## src/rtl/cordic_iter_ctrl_if.sv

```systemverilog
// Handshake and operand/result bundle for the iterative CORDIC controller.
// The master side issues operations; the slave side is the CORDIC engine.
interface cordic_iter_ctrl_if #(
    parameter int DSIZE = 16,
    parameter int ITERS = 14
);
    localparam int IW = (ITERS > 1) ? $clog2(ITERS) : 1;

    logic                    start;
    logic                    abort;
    logic signed [DSIZE-1:0] Xin;
    logic signed [DSIZE-1:0] Yin;
    logic signed [DSIZE-1:0] Zin;
    logic                    ready;
    logic                    busy;
    logic                    done;
    logic signed [DSIZE-1:0] Xout;
    logic signed [DSIZE-1:0] Yout;
    logic signed [DSIZE-1:0] Zout;
    logic [IW-1:0]           iter_idx;

    modport master (
        output start, abort, Xin, Yin, Zin,
        input  ready, busy, done, Xout, Yout, Zout, iter_idx
    );

    modport slave (
        input  start, abort, Xin, Yin, Zin,
        output ready, busy, done, Xout, Yout, Zout, iter_idx
    );
endinterface

```

## src/rtl/cordic_iter_ctrl.sv

```systemverilog
// Iterative CORDIC engine: one micro-rotation per clock, rotation or vectoring
// mode, unscaled (gain K not removed). Supports DSIZE up to 32.
module cordic_iter_ctrl #(
    parameter int    DSIZE    = 16,
    parameter int    ITERS    = 14,
    parameter string ROTTMODE = "ROTT"
) (
    input logic               clock,
    input logic               rst_n,
    cordic_iter_ctrl_if.slave bus
);
    localparam int W   = DSIZE + 2;
    localparam int IW  = (ITERS > 1) ? $clog2(ITERS) : 1;
    localparam bit VEC = (ROTTMODE == "VECTOR");

    localparam logic signed [W-1:0] QUARTER = W'(64'sd1 <<< (DSIZE - 2));
    localparam logic signed [W-1:0] SAT_MAX = W'((64'sd1 <<< (DSIZE - 1)) - 64'sd1);
    localparam logic signed [W-1:0] SAT_MIN = W'(-(64'sd1 <<< (DSIZE - 1)));

    typedef enum logic [1:0] {IDLE, ITER, DONE} state_t;

    state_t              state;
    state_t              state_nxt;
    logic [IW-1:0]       cnt;
    logic signed [W-1:0] x;
    logic signed [W-1:0] y;
    logic signed [W-1:0] z;
    logic signed [W-1:0] xin_e;
    logic signed [W-1:0] yin_e;
    logic signed [W-1:0] zin_e;
    logic signed [W-1:0] x_ld;
    logic signed [W-1:0] y_ld;
    logic signed [W-1:0] z_ld;
    logic signed [W-1:0] x_sh;
    logic signed [W-1:0] y_sh;
    logic signed [W-1:0] atan_i;
    logic signed [W-1:0] x_it;
    logic signed [W-1:0] y_it;
    logic signed [W-1:0] z_it;
    logic                dir;
    logic                last;

    logic                    done_q;
    logic signed [DSIZE-1:0] xout_q;
    logic signed [DSIZE-1:0] yout_q;
    logic signed [DSIZE-1:0] zout_q;

    // Table is atan(2^-i) with pi = 2^31; rounded to nearest at DSIZE.
    function automatic logic signed [W-1:0] atan_units(input logic [IW-1:0] i);
        logic [31:0] a;
        logic [33:0] t;
        case (int'(i))
            0:  a = 32'h2000_0000;
            1:  a = 32'h12E4_051E;
            2:  a = 32'h09FB_385B;
            3:  a = 32'h0511_11D4;
            4:  a = 32'h028B_0D43;
            5:  a = 32'h0145_D7E1;
            6:  a = 32'h00A2_F61E;
            7:  a = 32'h0051_7C55;
            8:  a = 32'h0028_BE53;
            9:  a = 32'h0014_5F2F;
            10: a = 32'h000A_2F98;
            11: a = 32'h0005_17CC;
            12: a = 32'h0002_8BE6;
            13: a = 32'h0001_45F3;
            14: a = 32'h0000_A2FA;
            15: a = 32'h0000_517D;
            16: a = 32'h0000_28BE;
            17: a = 32'h0000_145F;
            18: a = 32'h0000_0A30;
            19: a = 32'h0000_0518;
            20: a = 32'h0000_028C;
            21: a = 32'h0000_0146;
            22: a = 32'h0000_00A3;
            23: a = 32'h0000_0051;
            24: a = 32'h0000_0029;
            25: a = 32'h0000_0014;
            26: a = 32'h0000_000A;
            27: a = 32'h0000_0005;
            28: a = 32'h0000_0003;
            29: a = 32'h0000_0001;
            default: a = '0;
        endcase
        t = ({1'b0, a, 1'b0} + (34'd1 << (32 - DSIZE))) >> (33 - DSIZE);
        return W'(t);
    endfunction

    function automatic logic signed [DSIZE-1:0] sat(input logic signed [W-1:0] v);
        if (v > SAT_MAX)      return SAT_MAX[DSIZE-1:0];
        else if (v < SAT_MIN) return SAT_MIN[DSIZE-1:0];
        else                  return v[DSIZE-1:0];
    endfunction

    assign xin_e = W'(bus.Xin);
    assign yin_e = W'(bus.Yin);
    assign zin_e = W'(bus.Zin);
    assign last  = (cnt == IW'(ITERS - 1));

    // Quarter-turn pre-rotation brings the operand into the +/-99 deg convergence range.
    always_comb begin
        x_ld = xin_e;
        y_ld = yin_e;
        z_ld = zin_e;
        if (VEC) begin
            if (xin_e[W-1]) begin
                if (!yin_e[W-1]) begin
                    x_ld = yin_e;
                    y_ld = -xin_e;
                    z_ld = zin_e + QUARTER;
                end else begin
                    x_ld = -yin_e;
                    y_ld = xin_e;
                    z_ld = zin_e - QUARTER;
                end
            end
        end else begin
            if (zin_e > QUARTER) begin
                x_ld = -yin_e;
                y_ld = xin_e;
                z_ld = zin_e - QUARTER;
            end else if (zin_e < -QUARTER) begin
                x_ld = yin_e;
                y_ld = -xin_e;
                z_ld = zin_e + QUARTER;
            end
        end
    end

    always_comb begin
        x_sh   = x >>> cnt;
        y_sh   = y >>> cnt;
        atan_i = atan_units(cnt);
        dir    = VEC ? y[W-1] : ~z[W-1];
        x_it   = dir ? (x - y_sh)   : (x + y_sh);
        y_it   = dir ? (y + x_sh)   : (y - x_sh);
        z_it   = dir ? (z - atan_i) : (z + atan_i);
    end

    always_ff @(posedge clock or negedge rst_n) begin
        if (!rst_n) state <= IDLE;
        else        state <= state_nxt;
    end

    always_comb begin
        state_nxt = state;
        case (state)
            IDLE:    if (bus.start && !bus.abort) state_nxt = ITER;
            ITER:    if (bus.abort)               state_nxt = IDLE;
                     else if (last)               state_nxt = DONE;
            DONE:    state_nxt = IDLE;
            default: state_nxt = IDLE;
        endcase
    end

    // Results are registered on the DONE->IDLE edge, so done is seen in the first IDLE cycle.
    always_ff @(posedge clock or negedge rst_n) begin
        if (!rst_n) begin
            cnt    <= '0;
            x      <= '0;
            y      <= '0;
            z      <= '0;
            done_q <= 1'b0;
            xout_q <= '0;
            yout_q <= '0;
            zout_q <= '0;
        end else begin
            done_q <= 1'b0;
            case (state)
                IDLE: begin
                    if (bus.start && !bus.abort) begin
                        x   <= x_ld;
                        y   <= y_ld;
                        z   <= z_ld;
                        cnt <= '0;
                    end
                end
                ITER: begin
                    if (!bus.abort) begin
                        x <= x_it;
                        y <= y_it;
                        z <= z_it;
                        if (!last) cnt <= cnt + IW'(1);
                    end
                end
                DONE: begin
                    if (!bus.abort) begin
                        xout_q <= sat(x);
                        yout_q <= sat(y);
                        zout_q <= sat(z);
                        done_q <= 1'b1;
                    end
                end
                default: ;
            endcase
        end
    end

    assign bus.ready    = (state == IDLE);
    assign bus.busy     = (state == ITER);
    assign bus.done     = done_q;
    assign bus.Xout     = xout_q;
    assign bus.Yout     = yout_q;
    assign bus.Zout     = zout_q;
    assign bus.iter_idx = (state == ITER) ? cnt : '0;
endmodule
```

## src/flat_wrapper.sv

```systemverilog
// flat-port wrapper written by rule: the top's interface ports become plain ports
module cordic_iter_ctrl_flat 
#(
    parameter int    DSIZE    = 16,
    parameter int    ITERS    = 14,
    parameter string ROTTMODE = "    "
)
  (clock, rst_n, bus_start, bus_abort, bus_Xin, bus_Yin, bus_Zin, bus_ready, bus_busy, bus_done, bus_Xout, bus_Yout, bus_Zout, bus_iter_idx);
  cordic_iter_ctrl_if #(.DSIZE(DSIZE), .ITERS(ITERS)) bus_i ();
  input logic clock;
  input logic rst_n;
  input wire logic [$bits(bus_i.start)-1:0] bus_start;
  input wire logic [$bits(bus_i.abort)-1:0] bus_abort;
  input wire logic [$bits(bus_i.Xin)-1:0] bus_Xin;
  input wire logic [$bits(bus_i.Yin)-1:0] bus_Yin;
  input wire logic [$bits(bus_i.Zin)-1:0] bus_Zin;
  output wire logic [$bits(bus_i.ready)-1:0] bus_ready;
  output wire logic [$bits(bus_i.busy)-1:0] bus_busy;
  output wire logic [$bits(bus_i.done)-1:0] bus_done;
  output wire logic [$bits(bus_i.Xout)-1:0] bus_Xout;
  output wire logic [$bits(bus_i.Yout)-1:0] bus_Yout;
  output wire logic [$bits(bus_i.Zout)-1:0] bus_Zout;
  output wire logic [$bits(bus_i.iter_idx)-1:0] bus_iter_idx;
  assign bus_i.start = bus_start;
  assign bus_i.abort = bus_abort;
  assign bus_i.Xin = bus_Xin;
  assign bus_i.Yin = bus_Yin;
  assign bus_i.Zin = bus_Zin;
  assign bus_ready = bus_i.ready;
  assign bus_busy = bus_i.busy;
  assign bus_done = bus_i.done;
  assign bus_Xout = bus_i.Xout;
  assign bus_Yout = bus_i.Yout;
  assign bus_Zout = bus_i.Zout;
  assign bus_iter_idx = bus_i.iter_idx;
  cordic_iter_ctrl #(.DSIZE(DSIZE), .ITERS(ITERS), .ROTTMODE(ROTTMODE)) u_core (.clock(clock), .rst_n(rst_n), .bus(bus_i));
endmodule
```

## config.mk

```make
export PLATFORM = sky130hd
export DESIGN_NAME = cordic_iter_ctrl_flat
export DESIGN_NICKNAME = d
export VERILOG_FILES = /design/src/rtl/cordic_iter_ctrl_if.sv /design/src/rtl/cordic_iter_ctrl.sv /design/src/flat_wrapper.sv
export SDC_FILE = /design/constraint.sdc
export NUM_CORES = 1
export LEC_CHECK = 0
export CORE_ASPECT_RATIO = 2
export CORE_MARGIN = 2
export CORE_UTILIZATION = 55
export DETAILED_ROUTE_END_ITERATION = 6
export PLACE_DENSITY = 0.81
export SLEW_MARGIN = 30
export SYNTH_ARGS = -nofsm -noshare
export SYNTH_HDL_FRONTEND = slang
export SYNTH_SLANG_ARGS = --single-unit
```

## constraint.sdc

```tcl
create_clock -name clock -period 6.68 [get_ports clock]
set_input_delay 1.336 -clock clock [delete_from_list [all_inputs] [get_ports clock]]
set_output_delay 1.336 -clock clock [all_outputs]
set_load 0.01 [all_outputs]
```

== Word-level counts from Yosys, hierarchy flattened ==
Memories as Yosys holds them, arrays and structs flattened.
Cells that the tools add are included.

* Bits in registers: 109
* Memory bits (read-only): 480
* Bits of input ports: 52
* Output and inout port bits: 55
* Word-level logic and storage cells: 83
* Memories: 1

* $add $sub $neg: 12
* $lt $le $gt $ge: 8
* Equality and inequality tests: 7
* Shift operators: 2
* Muxes and demuxes: 35
* Bitwise operators: 1
* Reduce and logical (&&, ||, !) cells: 8

{| class="wikitable"
|+ Memories
! name !! words !! width !! read ports !! clocked after memory_dff !! write ports !! line !! RTL
|-
| (no name shown) || 16 || 30 || 1 || 0 || 0 || cordic_iter_ctrl.sv:52 || <nowiki>case (int'(i))</nowiki>
|}

{| class="wikitable"
|+ Operators by type and width
! kind !! number
|-
| $mux 18 || 15
|-
| $pmux 18 s2 || 3
|-
| $mux 16 || 6
|-
| $add 18x18->18 || 3
|-
| $gt 18x16->1 const B || 3
|-
| $lt 18x16->1 const B || 3
|-
| $sub 18x18->18 || 3
|-
| $neg 16->18 || 2
|-
| $sshr 18x4->18 || 2
|-
| $add 33x17->34 const B || 1
|-
| $add 16x16->17 const B || 1
|-
| $sub 16x16->17 const B || 1
|-
| $gt 16x16->1 const B || 1
|-
| $lt 16x15->1 const B || 1
|-
| $mux 4 || 4
|-
| $pmux 4 s2 || 1
|-
| $mux 2 || 3
|-
| $add 4x1->4 const B || 1
|-
| $eq 4x4->1 const B || 1
|-
| $ne 2x2->1 const B || 2
|-
| $pmux 2 s2 || 1
|-
| $reduce_and 2->1 || 2
|-
| $reduce_and 4->1 || 1
|-
| $ne 3x2->1 const B || 1
|-
| other kinds (10) || 11
|}

== Longest topological paths before layout ==
An unclocked memory read counts as a cell.

* Word-level depth: 6
* Gate-level depth with buffers: 27
* Mapped depth without buffers: 23

== Worst setup path before layout ==
No wires, ideal clock.

* Path type: flip-flop to flip-flop
* Start: reg u_core.cnt[0]
* End: reg u_core.z[17]
* Library setup time: 69 ps
* Data arrival time: 5312 ps
* Data required time: 6611 ps
* Setup slack: 1299 ps
* Cell stages (with the launch flop): 26
* Clock period less this slack: 5381 ps
* Cell sequence: dfrtp_1 -> buf_6 -> buf_12 -> buf_4 -> buf_4 -> clkinv_1 -> ha_1 -> mux4_2 -> inv_1 -> ha_1 -> o221a_2 -> o211ai_1 -> xnor2_1 -> a211oi_1 -> nor4b_2 -> nor2_1 -> xor2_1 -> ha_1 -> inv_1 -> nor3_1 -> a211oi_1 -> o21ai_0 -> a41o_1 -> a31o_2 -> or3_1 -> nand3b_1

* Cells in the longest elaborated chain, start to end: 6

{| class="wikitable"
|+ Ends and longest elaborated chain
! element !! line !! RTL
|-
| start, declared || cordic_iter_ctrl.sv:24 || <nowiki>logic [IW-1:0] cnt;</nowiki>
|-
| start signal, assigned || cordic_iter_ctrl.sv:183 || <nowiki>if (!last) cnt <= cnt + IW'(1);</nowiki>
|-
| $mem_v2 16x30 * || n/a ||
|-
| $add 33x17->34 * || cordic_iter_ctrl.sv:85 || <nowiki>t = ({1'b0, a, 1'b0} + (34'd1 << (32 - DSIZE))) >> (33 - DSIZE);</nowiki>
|-
| $sub 18x18->18 / $add 18x18->18 (equally long branches) || cordic_iter_ctrl.sv:137 || <nowiki>z_it = dir ? (z - atan_i) : (z + atan_i);</nowiki>
|-
| $mux 18 * || cordic_iter_ctrl.sv:137 ||
|-
| $mux 18 * || cordic_iter_ctrl.sv:179 || <nowiki>if (!bus.abort) begin</nowiki>
|-
| $pmux 18 s2 * || cordic_iter_ctrl.sv:169 || <nowiki>case (state)</nowiki>
|-
| end signal, assigned || cordic_iter_ctrl.sv:174 || <nowiki>z <= z_ld;</nowiki>
|-
| end signal, assigned || cordic_iter_ctrl.sv:182 || <nowiki>z <= z_it;</nowiki>
|-
| end, declared || cordic_iter_ctrl.sv:27 || <nowiki>logic signed [W-1:0] z;</nowiki>
|}

Mark *: on every way between the ends. The rest lies on a longest branch, timed or not. The select of a mux whose other input is x is not followed.
A chain may end at the register's enable or synchronous reset.

== Worst setup path in the final report ==
* Start: reg u_core.cnt[3]
* End: reg u_core.z[17]

Same word-level chain as after synthesis.

==> flow_metrics.env <==
export IMPL_tritoncts="done"
export IMPL_nets=1736
export IMPL_powerDensity_nw_per_um2=608
export IMPL_cts_buffer_depth=2
export IMPL_fin_crit_sh=0.833
export IMPL_critPathKind="reg2reg"
export IMPL_vias=12300
export IMPL_cp_max_fo=21
export IMPL_fillCellCount=1951
export IMPL_swShare=0.532
export IMPL_cp_start_kind="register"
export IMPL_cts_hold_buffers=0
export IMPL_first_iter_violations=1155
export IMPL_dr_pass1_iters=7
export IMPL_cp_top_family="compound AO/OA/AOI/OAI gates"
export IMPL_final_cell_mix="nor2_1 (210), nand2_1 (207), o21ai_0 (158), a21oi_1 (108), dfrtp_1 (106)"
export IMPL_synth_edf_count=0
export IMPL_end_kind="register"
export IMPL_p_switching_w=0.00438
export IMPL_synth_top_family_by_area="compound AO/OA/AOI/OAI gates"
export IMPL_finalHoldViolCount=0
export IMPL_r2r_setup_slack_ps=1120
export IMPL_totalNegativeSetupSlack_ps=0
export IMPL_syn_inst=1577
export IMPL_postCtsResizedCells=0
export IMPL_outcome="complete, no violations"
export IMPL_wirelength_um=39700
export IMPL_final_cells=1894
export IMPL_start_util=0.556
export IMPL_crit_slowest_cell="dfrtp_1"
export IMPL_cp_required_ps=6940
export IMPL_period_minus_slack_ps=5560
export IMPL_cts_setup_buffers=0
export IMPL_diodes=0
export IMPL_groute_usage_overall=0.343
export IMPL_place_congestion=0.969
export IMPL_hp_class="reg2reg"
export IMPL_pwr_share_comb=0.775
export IMPL_yosys_cell_types_count=82
export IMPL_syn_area_sq_um=12100
export IMPL_drcViolationCount=0
export IMPL_grt_overflow_total=0
export IMPL_synthAdderAreaFrac=0.0750
export IMPL_p_seq_frac=0.157
export IMPL_clk_latency_ps=380
export IMPL_setup_viol=0
export IMPL_maxSlewViolCount=0
export IMPL_ys_ff_latch=109
export IMPL_antenna_found_initial=0
export IMPL_synth_top_flop_cell="dfrtp_1"
export IMPL_max_stage_delay_ps=770
export IMPL_synth_compound_area_frac=0.264
export IMPL_arrival_ps=5820
export IMPL_grt_max_degree=75
export IMPL_avgSynthCellArea_sq_um=7.70
export IMPL_crit_chain="inv_2, mux4_2, inv_1, ha_1, o221a_2, o211ai_1, xnor2_1, a211oi_1, nor4b_2, nor2_1, xor2_1, ha_1, inv_1, nor3_1, a211oi_1, o21ai_0, a41o_1, a31o_2, o21ai_0, a32oi_1, nand3b_1"
export IMPL_root_buffer="clkbuf_16"
export IMPL_synth_nets=1700
export IMPL_clkPwrFrac=0.068
export IMPL_hpwl_um=30300
export IMPL_relSlewSlack=0.396
export IMPL_fmax_mhz=180
export IMPL_max_cap_violations=0
export IMPL_io_pins=107
export IMPL_coreArea_sq_um=21900
export IMPL_dp_cells=1878
export IMPL_numCtsBuffers=9
export IMPL_drive_above_1_share=0.0748
export IMPL_yosys_area_share_simple=0.204
export IMPL_wl_per_cell_um=20.9
export IMPL_clk_pin_slew_ps=80
export IMPL_grt_pass1_vias=11600
export IMPL_synth_async_reset_ratio=1.00
export IMPL_ant_nets=0
export IMPL_clock_sinks=109
export IMPL_rsz0062_at_grt="no"
export IMPL_die_h_um=214
export IMPL_grt_pass1_wl_um=62800
export IMPL_row_count=77
export IMPL_portBuffers=106
export IMPL_die_area_sq_um=23400
export IMPL_tightest_slew_ps=902
export IMPL_seq_area_frac_synth=0.225
export IMPL_ir_drop_uv=314
export IMPL_synth_xor_area_share=0.0663
export IMPL_final_common_cell="nor2_1"
export IMPL_p_leak_nw=5.68
export IMPL_via_per_inst=6.49
export IMPL_fin_skew_ps=10.8
export IMPL_ys_warn_count=0
export IMPL_critPathBufInv=3
export IMPL_p_int_w=0.00386
export IMPL_synthMuxAreaShare=0.109
export IMPL_htreeDepth=3
export IMPL_die_w_um=109
export IMPL_syn2layout_area_growth_pct=11.5
## kinds of logic (layout without fill, tap and decap cells)
group                    count (synthesis)  after routing
adder cells (fa/ha/maj)                 71             71
AO/OA/AOI/OAI                          504            504
AND/OR/NAND/NOR                        564            564
buffers and inverters                  151            192
multiplexers                            86             86
XOR/XNOR                                92             92
flip-flops                             109            109
## registers in the layout, indices dropped and copies added (netlist names)
signal / cells
u_core.y: 18
u_core.state: 2
u_core.bus.Xout: 16
u_core.cnt: 4
u_core.z: 18
u_core.x: 18
u_core.bus.Zout: 16
u_core.bus.Yout: 16
u_core.bus.done: 1
## worst reg2reg max path: cells and delay by family, from the launching register on
kind | cells | cell delay [ps]
AOI/OAI and AO/OA | 9 | 1800
and+or+nand+nor | 4 | 910
DFF | 1 | 770
adders and majority gates | 2 | 600
buffers and inverters | 3 | 550
muxes | 1 | 450
xor gates and xnor gates | 2 | 360
## area by class of cell
class                      instances  area (sq um)  area share
clock buffer                       9           225      0.0166
clock inverter                     7          76.3     0.00564
timing repair buffer             133          1260      0.0934
multi-input combinational       1317          8740       0.645
inverter                          43           161      0.0119
tap                              276           345      0.0255
sequential                       109          2730       0.202
## power groups by stage
stage,Clock [W],Sequential (W),Combinational [W]
5_1_grt,0.000601,0.00131,0.00703
3_5_place_dp,0,0.00128,0.00619
6_report,0.000563,0.00129,0.00638
2_1_floorplan,0,0.00101,0.00510
3_3_place_gp,0,0.00127,0.00601
4_1_cts,0.000571,0.00127,0.00625
## cell usage after synthesis (7+ instances only)
master     number  share of area
a211oi_1       27          0.017
a21o_1         27          0.017
a21oi_1       108          0.044
a221oi_1        9         0.0065
a22oi_1        14         0.0087
a31oi_1        26          0.013
and3_1         10         0.0051
buf_1          12         0.0037
buf_6           8         0.0074
clkbuf_1       73          0.023
dfrtp_1       109           0.22
ha_1           68          0.070
inv_1          38          0.012
mux2_2         18          0.017
mux2i_1        34          0.028
mux4_1          7          0.015
mux4_2         25          0.046
nand2_1       208          0.064
nand2b_1       11         0.0057
nand3_1        23         0.0095
nor2_1        211          0.065
nor2b_1        15         0.0077
nor3_1         29          0.012
nor4_1          7         0.0036
o211ai_1        9         0.0056
o21a_1         12         0.0074
o21ai_0       158          0.065
o221ai_1        9         0.0065
o22ai_1        14         0.0072
o2bb2ai_1      31          0.022
o31ai_1         7         0.0043
or3_1          14         0.0072
xnor2_1        50          0.036
xor2_1         42          0.030
## path summary, 6_finish.rpt
path | endpoint | start | depth (start not counted)
max | u_core.z[17] | u_core.cnt[3] | 21
min | u_core.bus.Xout[15] | u_core.bus.Xout[15] | 2
max reg2reg | u_core.z[17] | u_core.cnt[3] | 21
min reg2reg | u_core.bus.Xout[15] | u_core.bus.Xout[15] | 2
max in group asynchronous | u_core.x[11] | rst_n | 2
min in group asynchronous | u_core.bus.Zout[7] | rst_n | 1
## through the flow
stage	utilization	worst slack, ps	cell area, sq um	power (W)	hold WS, ps
after floorplan	-	1300	12100	0.00611	500
after global placement	0.605	1440	13200	0.00728	462
after detailed placement	0.605	1240	13200	0.00747	469
after CTS	0.619	1230	13500	0.00809	488
after global routing	0.619	596	13500	0.00894	511
final	0.619	1120	13500	0.00824	481
## routing by layer
| layer | vias to the layer above | track usage | part of all wire |
|---|---|---|---|
| met5 | - | 0 | 0 |
| met4 | 0 | 0.189 | 0.062 |
| met3 | 110 | 0.0404 | 0.070 |
| met2 | 568 | 0.553 | 0.48 |
| met1 | 5809 | 0.440 | 0.39 |
| li1 | 5811 | - | - |
Note: power is estimated with default switching activity, not from simulation.
